<file path="src/rtl/instr_fetch_unit.sv">
// Instruction fetch stage: sends the PC to memory as a word read, waits for MFC,
// then strobes the fetched word into the IR. Misalignment and timeouts become SPARC traps.
module instr_fetch_unit #(
  parameter int unsigned TIMEOUT    = 15,
  parameter logic [5:0]  RD_WORD_OP = 6'b001000
) (
  input  logic        Clk,
  input  logic        RESET,
  input  logic        fetch_req,
  input  logic        flush,
  input  logic [31:0] pc,
  input  logic        MFC,
  input  logic [31:0] mem_data,
  output logic [31:0] mem_addr,
  output logic [5:0]  RAM_OpCode,
  output logic        RAM_enable,
  output logic [31:0] IR_In,
  output logic        IR_Enable,
  output logic        busy,
  output logic        fetch_done,
  output logic        fetch_trap,
  output logic [7:0]  fetch_tt
);

  typedef enum logic [1:0] {IDLE, WAIT, LOAD, TRAP} state_t;

  localparam logic [7:0] TT_NOT_ALIGNED = 8'h07;
  localparam logic [7:0] TT_ACCESS_EXC  = 8'h01;
  localparam logic [7:0] CNT_LAST       = 8'(TIMEOUT - 1);

  state_t      state, next_state;
  logic [7:0]  wait_cnt;
  logic [7:0]  trap_tt;
  logic [31:0] addr_q;
  logic [31:0] ir_data;
  logic        accept;
  logic        misaligned;
  logic        timed_out;

  assign accept     = fetch_req && !flush;
  assign misaligned = (pc[1:0] != 2'b00);
  assign timed_out  = (wait_cnt == CNT_LAST);

  always_ff @(posedge Clk or negedge RESET) begin
    if (!RESET) state <= IDLE;
    else        state <= next_state;
  end

  // Within WAIT, flush outranks MFC, which outranks the timeout.
  always_comb begin
    next_state = state;
    unique case (state)
      IDLE: if (accept) next_state = misaligned ? TRAP : WAIT;
      WAIT: begin
        if (flush)          next_state = IDLE;
        else if (MFC)       next_state = LOAD;
        else if (timed_out) next_state = TRAP;
      end
      LOAD: next_state = IDLE;
      TRAP: next_state = IDLE;
      default: next_state = IDLE;
    endcase
  end

  always_ff @(posedge Clk or negedge RESET) begin
    if (!RESET) begin
      wait_cnt <= '0;
      trap_tt  <= '0;
      addr_q   <= '0;
      ir_data  <= '0;
    end else begin
      unique case (state)
        IDLE: begin
          if (accept) begin
            if (misaligned) begin
              trap_tt <= TT_NOT_ALIGNED;
            end else begin
              addr_q   <= pc;
              wait_cnt <= '0;
            end
          end
        end
        WAIT: begin
          if (!flush) begin
            if (MFC)            ir_data  <= mem_data;
            else if (timed_out) trap_tt  <= TT_ACCESS_EXC;
            else                wait_cnt <= wait_cnt + 8'd1;
          end
        end
        default: ;
      endcase
    end
  end

  // A flush during LOAD only squashes the IR strobe; the captured word stays visible.
  always_comb begin
    RAM_enable = (state == WAIT);
    RAM_OpCode = RAM_enable ? RD_WORD_OP : 6'd0;
    IR_Enable  = (state == LOAD) && !flush;
    fetch_done = IR_Enable;
    fetch_trap = (state == TRAP);
    fetch_tt   = fetch_trap ? trap_tt : 8'h00;
    busy       = (state != IDLE);
    mem_addr   = addr_q;
    IR_In      = ir_data;
  end

endmodule

</file>
<file path="config.mk">
export PLATFORM = sky130hd
export DESIGN_NAME = instr_fetch_unit
export DESIGN_NICKNAME = d
export VERILOG_FILES = /design/src/rtl/instr_fetch_unit.sv
export SDC_FILE = /design/constraint.sdc
export NUM_CORES = 1
export LEC_CHECK = 0
export ABC_AREA = 1
export CELL_PAD_IN_SITES_DETAIL_PLACEMENT = 1
export CELL_PAD_IN_SITES_GLOBAL_PLACEMENT = 1
export CORE_MARGIN = 1
export CORE_UTILIZATION = 26
export DETAILED_ROUTE_END_ITERATION = 12
export PLACE_DENSITY = 0.75
export SETUP_SLACK_MARGIN = 0.2
export SYNTH_ARGS = -nofsm -noshare
export SYNTH_HDL_FRONTEND = slang
export SYNTH_SLANG_ARGS = --single-unit
</file>
<file path="constraint.sdc">
create_clock -name Clk -period 1.4 [get_ports Clk]
set_input_delay 0.42 -clock Clk [delete_from_list [all_inputs] [get_ports Clk]]
set_output_delay 0.42 -clock Clk [all_outputs]
set_load 0.1 [all_outputs]
</file>
==> out/summary.md, run 1 <==
### Final layout
* synthesis-to-finish area growth: 106%
* ANT cells: 0
* NumNets Final: 671
* final core area utilization: 0.548
* number of standard cells in the layout, taps in and fillers out: 777
* proportion of layout cells with a drive suffix above 1: 0.496

### Placed design
* quantity of I/O buffers inserted on ports: 141
* detailed placement HPWL: 7820 µm
* number of placed instances with taps included: 717
* Final Wtd Congestion: 0.737

### Synth
* number of synthesis warnings: 0
* share of the yosys chip area belonging to registers: 0.566
* Post-Synthesis Cells: 408
* flip-flop and latch count after synthesis: 76
* prevailing post-synth register cell: sky130_fd_sc_hd__dfrtp_1
* Mapped Area: 3360 µm²
* fraction of registers with async set/reset: 1.00
* distinct cell type count of the synthesized netlist: 21
* synthesized area per cell: 8.23 µm²
* Post-synth EDFFs: 0

### Floorplan
* io pins: 152
* y dimension of the die: 116 µm
* number of standard-cell rows in the floorplan: 41
* width of the die: 116 µm
* Floorplan Core Area: 12600 µm²
* effective utilization at floorplan: 0.266
* DIE AREA: 13400 µm²

### STA
* unrepaired setup endpoints after global routing: yes
* highest clock frequency the design can meet: 0.581 GHz
* final setup vio count: 68
* Period minus WS final: 1.72 ns
* Post-Route Setup TNS: -10.53 ns
* fin. max-slew vios: 0
* worst hold slack across all endpoints: 0.0527 ns
* Max Clock Skew: 0.00384 ns
* final critical-path share of the clock period: 1.23
* fin worst setup slack: -0.322 ns
* final count of hold timing violations: 0

### Critical path
* crit path max-delay cell type: sky130_fd_sc_hd__dfrtp_2
* CP Data Required Time: 0.98 ns
* Crit path max-delay family: flip-flops
* Critical Path Fanout Max: 5
* crit-path cells: buf_6 > nor2_4 > inv_2 > buf_12
* reg2reg end: IR_In[7]$_DFFE_PN0P_
* reg-to-reg slack, setup: -0.21 ns
* Crit Path Category: flop to primary output
* largest stage delay on the critical path: 0.45 ns
* CP Capture Type: primary output
* number of buffer and inverter instances along the worst setup path: 3
* total stage count of the critical path: 4
* CP Launch Type: flop
* reg2reg path depth: 10
* r2r startpoint: state[0]$_DFFE_PN0P_
* Worst Path Arrival: 1.30 ns

### Clocking
* Clock transition at path regs: 0.06 ns
* number of buffers inserted during clock tree synthesis: 9
* CTS Hold Buffers Added: 0
* clock insertion delay at the later pin of the skew report: 0.34 ns
* clock tree from TritonCTS: yes
* Root Driver: sky130_fd_sc_hd__clkbuf_16
* clock tree sinks: 76
* maximum buffer depth of the clock tree: 2
* H-tree Lvls: 3

### Flow run
* maxcap violations: 0

### GRT
* initial antenna violation count: 0
* number of global-route vias before repair: 3638
* global-route usage over all layers: 0.191
* largest net degree at the start of global routing: 48
* total congestion overflow: 0
* wire length of the first global-routing pass: 18900 µm

### Drt
* post-detailed-route via-to-cell ratio: 4.46
* number of nets with antenna violations after routing: 0
* met2 wire length: 7390 µm
* total via count in the routed design: 3466
* highest metal layer with signal wires: met4
* initial drt markers: 119
* met1 wire length: 4880 µm
* total wire length: 13400 µm
* met3 routed wirelength: 809 µm
* mean routed wirelength per cell: 17.2 µm
* DR DRC count: 0
* DRT Pass-1 Iters: 4

### Run status
* violations in the final reports: setup timing
* run status: finished, violations left

### Hold path
* path category of the worst min-delay check: primary input to async pin

cells by family (layout without fill, tap and decap cells):
group	count (synthesis)	after routing	synth area share
other	1	10	0.00112
xor gates and xnor gates	1	1	0.00261
DFF	76	76	0.566
buffers and inverters	46	231	0.0782
and+or+nand+nor	276	279	0.336
AOI/OAI and AO/OA	6	6	0.00894
adders and majority gates	2	2	0.00745
cells in the final DEF, fill, tap and decap left out, drive strengths merged:
cell type and instances:
a21oi 1, buf 131, bufbuf 1, clkbuf 12, clkdlybuf4s50 66, clkinv 2
clkinvlp 2, conb 10, dfrtp 76, dlygate4sd2 1, ha 2, inv 16
nand2 210, nand3 40, nand4 1, nor2 27, nor3b 1, o21ai 5
xor2 1
how the worst max path moves through the flow:
stage / slack (ns) / start / to
final: -0.32 / state[0]$_DFFE_PN0P_ / busy
after global routing: -0.37 / state[1]$_DFFE_PN0P_ / fetch_tt[2]
after CTS: -0.32 / state[0]$_DFFE_PN0P_ / IR_Enable
after detailed placement: -0.42 / flush / IR_Enable
after global placement: -0.42 / flush / fetch_done
after floorplan: -0.36 / state[0]$_DFFE_PN0P_ / fetch_done
sequential cells by signal, summed over array words and instances (netlist names):
register and cells:
IR_In 32, mem_addr 32, state 2, trap_tt 2, wait_cnt 8
timing repair:
item                       CTS  global route
setup endpoints to repair  148           149
pin swaps                   11            17
gates cloned                 6             0
gates resized for setup     42            75
buffers inserted            16            22
metal layers:
layer,up-vias,GRT usage
met4,0,0.0709
met1,1701,0.205
li1,1627,-
met5,-,0
met3,24,0.0554
met2,114,0.354
cells in the mapped netlist, types with 2 or more instances:
library cell               count  area (µm²)
sky130_fd_sc_hd__buf_2         6        30.0
sky130_fd_sc_hd__buf_4        16         120
sky130_fd_sc_hd__buf_6         3        33.8
sky130_fd_sc_hd__clkbuf_1      4        15.0
sky130_fd_sc_hd__dfrtp_1      76        1900
sky130_fd_sc_hd__ha_1          2        25.0
sky130_fd_sc_hd__inv_1        14        52.6
sky130_fd_sc_hd__inv_2         2        7.51
sky130_fd_sc_hd__nand2_1     203         762
sky130_fd_sc_hd__nand2_2       4        25.0
sky130_fd_sc_hd__nand3_1      40         200
sky130_fd_sc_hd__nor2_1       23        86.3
sky130_fd_sc_hd__nor2_4        3        33.8
sky130_fd_sc_hd__o21ai_0       5        25.0
layout make-up:
| type | count | area (µm²) |
|---|---|---|
| fill | 1377 | 5700 |
| timing repair buffer | 199 | 2740 |
| sequential | 76 | 1980 |
| multi-input combinational | 298 | 1630 |
| clock buffer | 12 | 246 |
| tap | 172 | 215 |
| inverter | 16 | 70.1 |
| clock inverter | 4 | 25.0 |
metrics by stage:
| stage | worst slack [ns] | instance area, µm² |
|---|---|---|
| floorplan | -0.357 | 3550 |
| global placement | -0.421 | 5840 |
| detailed placement | -0.421 | 5840 |
| CTS | -0.325 | 6500 |
| global route | -0.372 | 6920 |
| finish | -0.322 | 6920 |
Power of run 1 is not shown: default switching activity piles up to over one toggle a cycle in this logic, so the estimate is an artifact.
==> inputs of run 2 (changes only) <==
- REMOVE_ABC_BUFFERS: unset -> 1
==> run 2 against run 1 <==
The run still ends with setup timing left. Final cell count rose by 2.4%. Sequential share of layout area fell by 2.6 points. Sequential cell count did not move. Core utilization rose by 3.1 points. Clock skew rose by 0.011 ns. Count of clock-buffer cells in the layout fell by 3. Worst setup slack got worse by 0.045 ns. Fmax fell by 2.6%. Global-route usage fell by 0.32 points. Critical endpoint is now fetch_tt[2].
==> out/summary.md, run 2 (synthesis gave the netlist of run 1 again) <==
### Run status
* run status: finished, violations left
* violations in the final reports: setup timing

### Critical path
* r2r startpoint: state[0]$_DFFE_PN0P_
* reg-to-reg slack, setup: -0.31 ns, -0.10 ns
* total stage count of the critical path: 5, +1
* CP Capture Type: primary output
* Crit path max-delay family: flip-flops
* crit path max-delay cell type: sky130_fd_sc_hd__dfrtp_2
* crit-path cells: buf_4 > nand2_4 > nor2_4 > buf_6 > buf_12
* largest stage delay on the critical path: 0.43 ns, -0.02 ns
* number of buffer and inverter instances along the worst setup path: 3, unchanged
* CP Launch Type: flop
* Critical Path Fanout Max: 3, -2
* reg2reg path depth: 11, +1
* Crit Path Category: flop to primary output
* CP Capture Point: fetch_tt[2]
* reg2reg end: IR_In[5]$_DFFE_PN0P_
* Worst Path Arrival: 1.35 ns, +0.05 ns
* CP Data Required Time: 0.98 ns, about the same
* launch point of the worst path: state[0]$_DFFE_PN0P_

### Floorplan
* io pins: 152, unchanged
* effective utilization at floorplan: 0.266, unchanged
* y dimension of the die: 116 µm, unchanged
* Floorplan Core Area: 12600 µm², unchanged
* number of standard-cell rows in the floorplan: 41, unchanged
* width of the die: 116 µm, unchanged
* DIE AREA: 13400 µm², unchanged

### Final layout
* proportion of layout cells with a drive suffix above 1: 0.466, -0.0295
* ANT cells: 0, unchanged
* highest-count cells in the layout ignoring fill and taps: 117 x sky130_fd_sc_hd__nand2_1, 81 x sky130_fd_sc_hd__buf_12, 70 x sky130_fd_sc_hd__dfrtp_1
* most common cell after layout, fill and taps aside: sky130_fd_sc_hd__nand2_1
* NumNets Final: 690, +2.8%
* number of filler cells placed in the layout: 1334, -3.1%
* fin area: 7310 µm², +5.6%
* synthesis-to-finish area growth: 118%

### STA
* fin. max-slew vios: 0, unchanged
* fin worst setup slack: -0.367 ns, -0.0452 ns
* Period minus WS final: 1.77 ns, +0.0452 ns
* highest clock frequency the design can meet: 0.566 GHz, -2.6%
* final critical-path share of the clock period: 1.26, +0.0323
* final setup vio count: 59, -13%
* Max Clock Skew: 0.0147 ns, +0.0108 ns
* unrepaired setup endpoints after global routing: yes
* Post-Route Setup TNS: -14.40 ns, -3.87 ns
* final count of hold timing violations: 0, unchanged

### GRT
* total congestion overflow: 0, unchanged
* largest net degree at the start of global routing: 46, -4.2%
* initial antenna violation count: 0, unchanged
* number of global-route vias before repair: 3793, +4.3%
* global-route usage over all layers: 0.188, -0.00322
* wire length of the first global-routing pass: 18900 µm, +0.30%

### Clocking
* Root Driver: sky130_fd_sc_hd__clkbuf_16
* Clock transition at path regs: 0.05 ns, about the same
* clock tree from TritonCTS: yes
* clock insertion delay at the later pin of the skew report: 0.35 ns, about the same
* number of buffers inserted during clock tree synthesis: 9, unchanged
* maximum buffer depth of the clock tree: 2, unchanged
* H-tree Lvls: 3, unchanged
* clock tree sinks: 76, unchanged

### Placed design
* worst setup slack before clock tree synthesis: -0.548 ns, -0.127 ns
* Final Wtd Congestion: 0.751, +1.9%
* Placed Instance Area: 5780 µm², -1.0%
* detailed placement HPWL: 8180 µm, +4.7%
* quantity of I/O buffers inserted on ports: 141, unchanged

### Drt
* total via count in the routed design: 3540, +2.1%
* initial drt markers: 71, -40%
* total wire length: 13600 µm, +1.4%
* DRT Pass-1 Iters: 4, unchanged
* DR DRC count: 0, unchanged
* mean routed wirelength per cell: 17.1 µm, -0.98%
* post-detailed-route via-to-cell ratio: 4.45, -0.30%
* number of nets with antenna violations after routing: 0, unchanged

### Hold path
* path category of the worst min-delay check: primary input to async pin

### Flow run
* maxcap violations: 0, unchanged

run 2: cell count changes in the layout (fill, tap and decap cells not counted), moves of 3 or more:
cell / before / now
sky130_fd_sc_hd__dfrtp_2: 66 / 6
sky130_fd_sc_hd__nand2_2: 40 / 55
sky130_fd_sc_hd__buf_6: 11 / 14
sky130_fd_sc_hd__nand2_4: 15 / 35
sky130_fd_sc_hd__nand3_1: 27 / 34
sky130_fd_sc_hd__buf_12: 78 / 81
sky130_fd_sc_hd__buf_16: 2 / 5
sky130_fd_sc_hd__buf_4: 40 / 47
sky130_fd_sc_hd__nand3_2: 11 / 4
sky130_fd_sc_hd__clkbuf_16: 9 / 13
sky130_fd_sc_hd__nand2_8: 4 / 0
sky130_fd_sc_hd__dfrtp_1: 10 / 70
sky130_fd_sc_hd__nand2_1: 151 / 117
run 2: cell type report:
cell class	count	area, µm²	area share
Sequential cell	76	1910	0.261
Clock buffer	9	225	0.0308
Tap cell	172	215	0.0295
Timing Repair Buffer	221	3080	0.422
Multi-Input combinational cell	295	1720	0.236
Clock inverter	7	73.8	0.0101
Inverter	16	75.1	0.0103
run 2: worst min-delay path by stage:
| stage | slack, ns | cells past startpoint | endpoint | startpoint |
|---|---|---|---|---|
| global placement | 0.23 | 1 | state[1]$_DFFE_PN0P_ | RESET |
| CTS | 0.42 | 2 | state[1]$_DFFE_PN0P_ | RESET |
| global route | 0.44 | 2 | state[1]$_DFFE_PN0P_ | RESET |
| detailed placement | 0.23 | 1 | state[1]$_DFFE_PN0P_ | RESET |
| floorplan | 0.12 | 0 | IR_In[0]$_DFFE_PN0P_ | RESET |
| finish | 0.44 | 2 | state[1]$_DFFE_PN0P_ | RESET |
run 2: repair_timing:
item | 4_1_cts | 5_1_grt
setup endpoints to repair | 149 | 149
hold endpoints to repair | 1 | 0
hold buffers | 1 | 0
pin swaps | 8 | 53
buffers inserted | 24 | 23
resized for setup | 25 | 175
cloned | 5 | 4
run 2: metal layers:
layer | share of wire | global-route usage
met5 | 0 | 0
met4 | 0.032 | 0.0675
met3 | 0.066 | 0.0680
met2 | 0.53 | 0.334
met1 | 0.37 | 0.206
run 2: worst register-to-register path: stages (launching register included):
cell	delay, ns
sky130_fd_sc_hd__dfrtp_2	0.40
sky130_fd_sc_hd__inv_2	0.06
sky130_fd_sc_hd__buf_6	0.11
sky130_fd_sc_hd__nor2_4	0.12
sky130_fd_sc_hd__buf_6	0.14
sky130_fd_sc_hd__inv_6	0.05
sky130_fd_sc_hd__nor2_4	0.19
sky130_fd_sc_hd__nand2_4	0.13
sky130_fd_sc_hd__buf_12	0.15
sky130_fd_sc_hd__buf_12	0.14
sky130_fd_sc_hd__nand2_2	0.05
sky130_fd_sc_hd__nand2_1	0.05
run 2: stage by stage:
step | hold slack [ns] | util | std cells
final | 0.441 | 0.579 | 796
after floorplan | 0.124 | - | 387
after global placement | 0.228 | 0.458 | 723
after CTS | 0.421 | 0.514 | 769
after detailed placement | 0.228 | 0.458 | 723
after global routing | 0.438 | 0.579 | 796
Power of run 2 is left out for the same reason.
==> inputs of run 3 (changes only) <==
- CORE_ASPECT_RATIO: unset -> 0.75
==> run 3 against run 2 <==
The run still ends with setup timing left. Design area is 3.6% higher. Via count is 3.1% higher. Clock skew is 0.00061 ns higher. Highest routed layer unchanged.
==> out/summary.md, run 3 (synthesis gave the netlist of run 1 again) <==
### Critical path
* reg-to-reg slack, setup: -0.26 ns, +0.05 ns
* CP Launch Type: flop
* reg2reg end: IR_In[27]$_DFFE_PN0P_
* reg2reg path depth: 9, -2
* Critical Path Fanout Max: 3, unchanged
* r2r startpoint: state[1]$_DFFE_PN0P_
* CP Data Required Time: 0.98 ns, about the same
* CP Capture Type: primary output
* Crit Path Category: flop to primary output
* Worst Path Arrival: 1.38 ns, +0.03 ns

### STA
* fin. max-slew vios: 0, unchanged
* transition time at the pin with the least slew margin: 0.547 ns
* final setup vio count: 57, -3.4%
* highest clock frequency the design can meet: 0.556 GHz, -1.8%
* final count of hold timing violations: 0, unchanged
* unrepaired setup endpoints after global routing: yes
* Max Clock Skew: 0.0153 ns, +0.000612 ns
* Period minus WS final: 1.80 ns, +0.0326 ns
* normalized max-slew margin: 0.635
* fin worst setup slack: -0.399 ns, -0.0326 ns
* final critical-path share of the clock period: 1.29, +0.0233

### GRT
* wire length of the first global-routing pass: 20600 µm, +8.8%
* met3 Use GR: 0.0773, +0.00928
* met1 layer usage reported by global route: 0.207, +0.00162
* initial antenna violation count: 1, +1
* met2 usage in global routing: 0.381, +0.0477
* global-route usage over all layers: 0.202, +0.0143
* number of global-route vias before repair: 3889, +2.5%
* highest-utilization routing layer at the global route stage: met2
* total congestion overflow: 0, unchanged
* largest net degree at the start of global routing: 77, +67%

### Floorplan
* y dimension of the die: 100 µm, -13%
* DIE AREA: 13400 µm², about the same
* width of the die: 133 µm, +15%
* number of standard-cell rows in the floorplan: 35, -15%
* effective utilization at floorplan: 0.270, +0.00391
* io pins: 152, unchanged
* Floorplan Core Area: 12400 µm², -1.4%

### Clocking
* number of buffers inserted during clock tree synthesis: 9, unchanged
* H-tree Lvls: 3, unchanged
* clock tree sinks: 76, unchanged
* maximum buffer depth of the clock tree: 2, unchanged
* Root Driver: sky130_fd_sc_hd__clkbuf_16
* clock tree from TritonCTS: yes
* clock insertion delay at the later pin of the skew report: 0.34 ns, about the same
* Clock transition at path regs: 0.06 ns, about the same

### Placed design
* quantity of I/O buffers inserted on ports: 141, unchanged
* Placed Instance Area: 5760 µm², -0.35%
* detailed placement HPWL: 8100 µm, -1.0%
* Final Wtd Congestion: 0.758, +1.0%

### Final layout
* highest-count cells in the layout ignoring fill and taps: 107 x sky130_fd_sc_hd__nand2_1, 80 x sky130_fd_sc_hd__buf_12, 70 x sky130_fd_sc_hd__dfrtp_1
* fin area: 7570 µm², +3.6%
* Reg area: 1910 µm², unchanged
* NumNets Final: 696, +0.87%
* number of filler cells placed in the layout: 1300, -2.5%
* most common cell after layout, fill and taps aside: sky130_fd_sc_hd__nand2_1
* synthesis-to-finish area growth: 125%
* area taken by multi-input logic gates: 1970 µm², +14%
* proportion of layout cells with a drive suffix above 1: 0.525, +0.0591

### Drt
* total via count in the routed design: 3650, +3.1%
* post-detailed-route via-to-cell ratio: 4.58, +3.0%
* initial drt markers: 48, -32%
* mean routed wirelength per cell: 19.4 µm, +14%
* number of nets with antenna violations after routing: 0, unchanged
* DR DRC count: 0, unchanged
* DRT Pass-1 Iters: 4, unchanged
* total wire length: 15500 µm, +14%

### Hold path
* path category of the worst min-delay check: primary input to async pin

### Run status
* violations in the final reports: setup timing
* run status: finished, violations left

### Flow run
* maxcap violations: 0, unchanged

[run 3: cell types whose count changed in the layout (fill, tap and decap cells not counted), moves of 3 or more]
cell	previous run	this run
sky130_fd_sc_hd__nand3_2	4	11
sky130_fd_sc_hd__nand2_1	117	107
sky130_fd_sc_hd__nand2_2	55	66
sky130_fd_sc_hd__nand3_4	2	15
sky130_fd_sc_hd__buf_4	47	55
sky130_fd_sc_hd__nor2_2	1	4
sky130_fd_sc_hd__nand3_1	34	14
sky130_fd_sc_hd__inv_6	3	0
[run 3: critical path: stages, from the launching register on]
cell                      delay (ns)
sky130_fd_sc_hd__dfrtp_2        0.44
sky130_fd_sc_hd__inv_2          0.10
sky130_fd_sc_hd__nand2_2        0.06
sky130_fd_sc_hd__nor2_1         0.12
sky130_fd_sc_hd__buf_4          0.15
sky130_fd_sc_hd__buf_12         0.17
[run 3: worst max path at each step]
stage | end | from | slack (ns) | cells past startpoint
final | fetch_done | state[0]$_DFFE_PN0P_ | -0.40 | 5
after detailed placement | mem_addr[21]$_DFFE_PN0P_ | fetch_req | -0.49 | 8
after global routing | IR_Enable | state[0]$_DFFE_PN0P_ | -0.43 | 5
after floorplan | IR_Enable | state[0]$_DFFE_PN0P_ | -2.01 | 3
after CTS | IR_Enable | state[0]$_DFFE_PN0P_ | -0.37 | 5
after global placement | fetch_done | flush | -0.44 | 5
[run 3: metal layers]
layer | up-vias | part of all wire
li1 | 1672 | -
met1 | 1836 | 0.35
met2 | 117 | 0.56
met3 | 25 | 0.067
met4 | 0 | 0.016
met5 | - | 0
[run 3: area by class of cell]
cell class	count	area share
Timing Repair Buffer	227	0.408
Multi-Input combinational cell	295	0.260
Sequential cell	76	0.252
Clock buffer	13	0.0344
Tap cell	166	0.0274
Clock inverter	3	0.00909
Inverter	16	0.00859
Antenna cell	1	0.000331
[run 3: timing repair]
item	4_1_cts	5_1_grt
hold buffers	0	0
gates resized for setup	58	180
setup buffers	20	34
pin swaps	14	55
cloned	4	5
setup endpoints to repair	148	149
[run 3: per-stage QoR]
step	setup TNS [ns]	cells	setup WS, ns	utilization	hold WS [ns]
2_1_floorplan	-84.62	387	-2.01	-	0.124
3_3_place_gp	-23.86	717	-0.442	0.463	0.441
3_5_place_dp	-29.38	717	-0.486	0.463	0.455
4_1_cts	-8.72	757	-0.367	0.524	0.119
5_1_grt	-15.86	797	-0.425	0.609	0.133
6_report	-10.72	797	-0.399	0.609	0.0874
Power of run 3 is left out for the same reason.
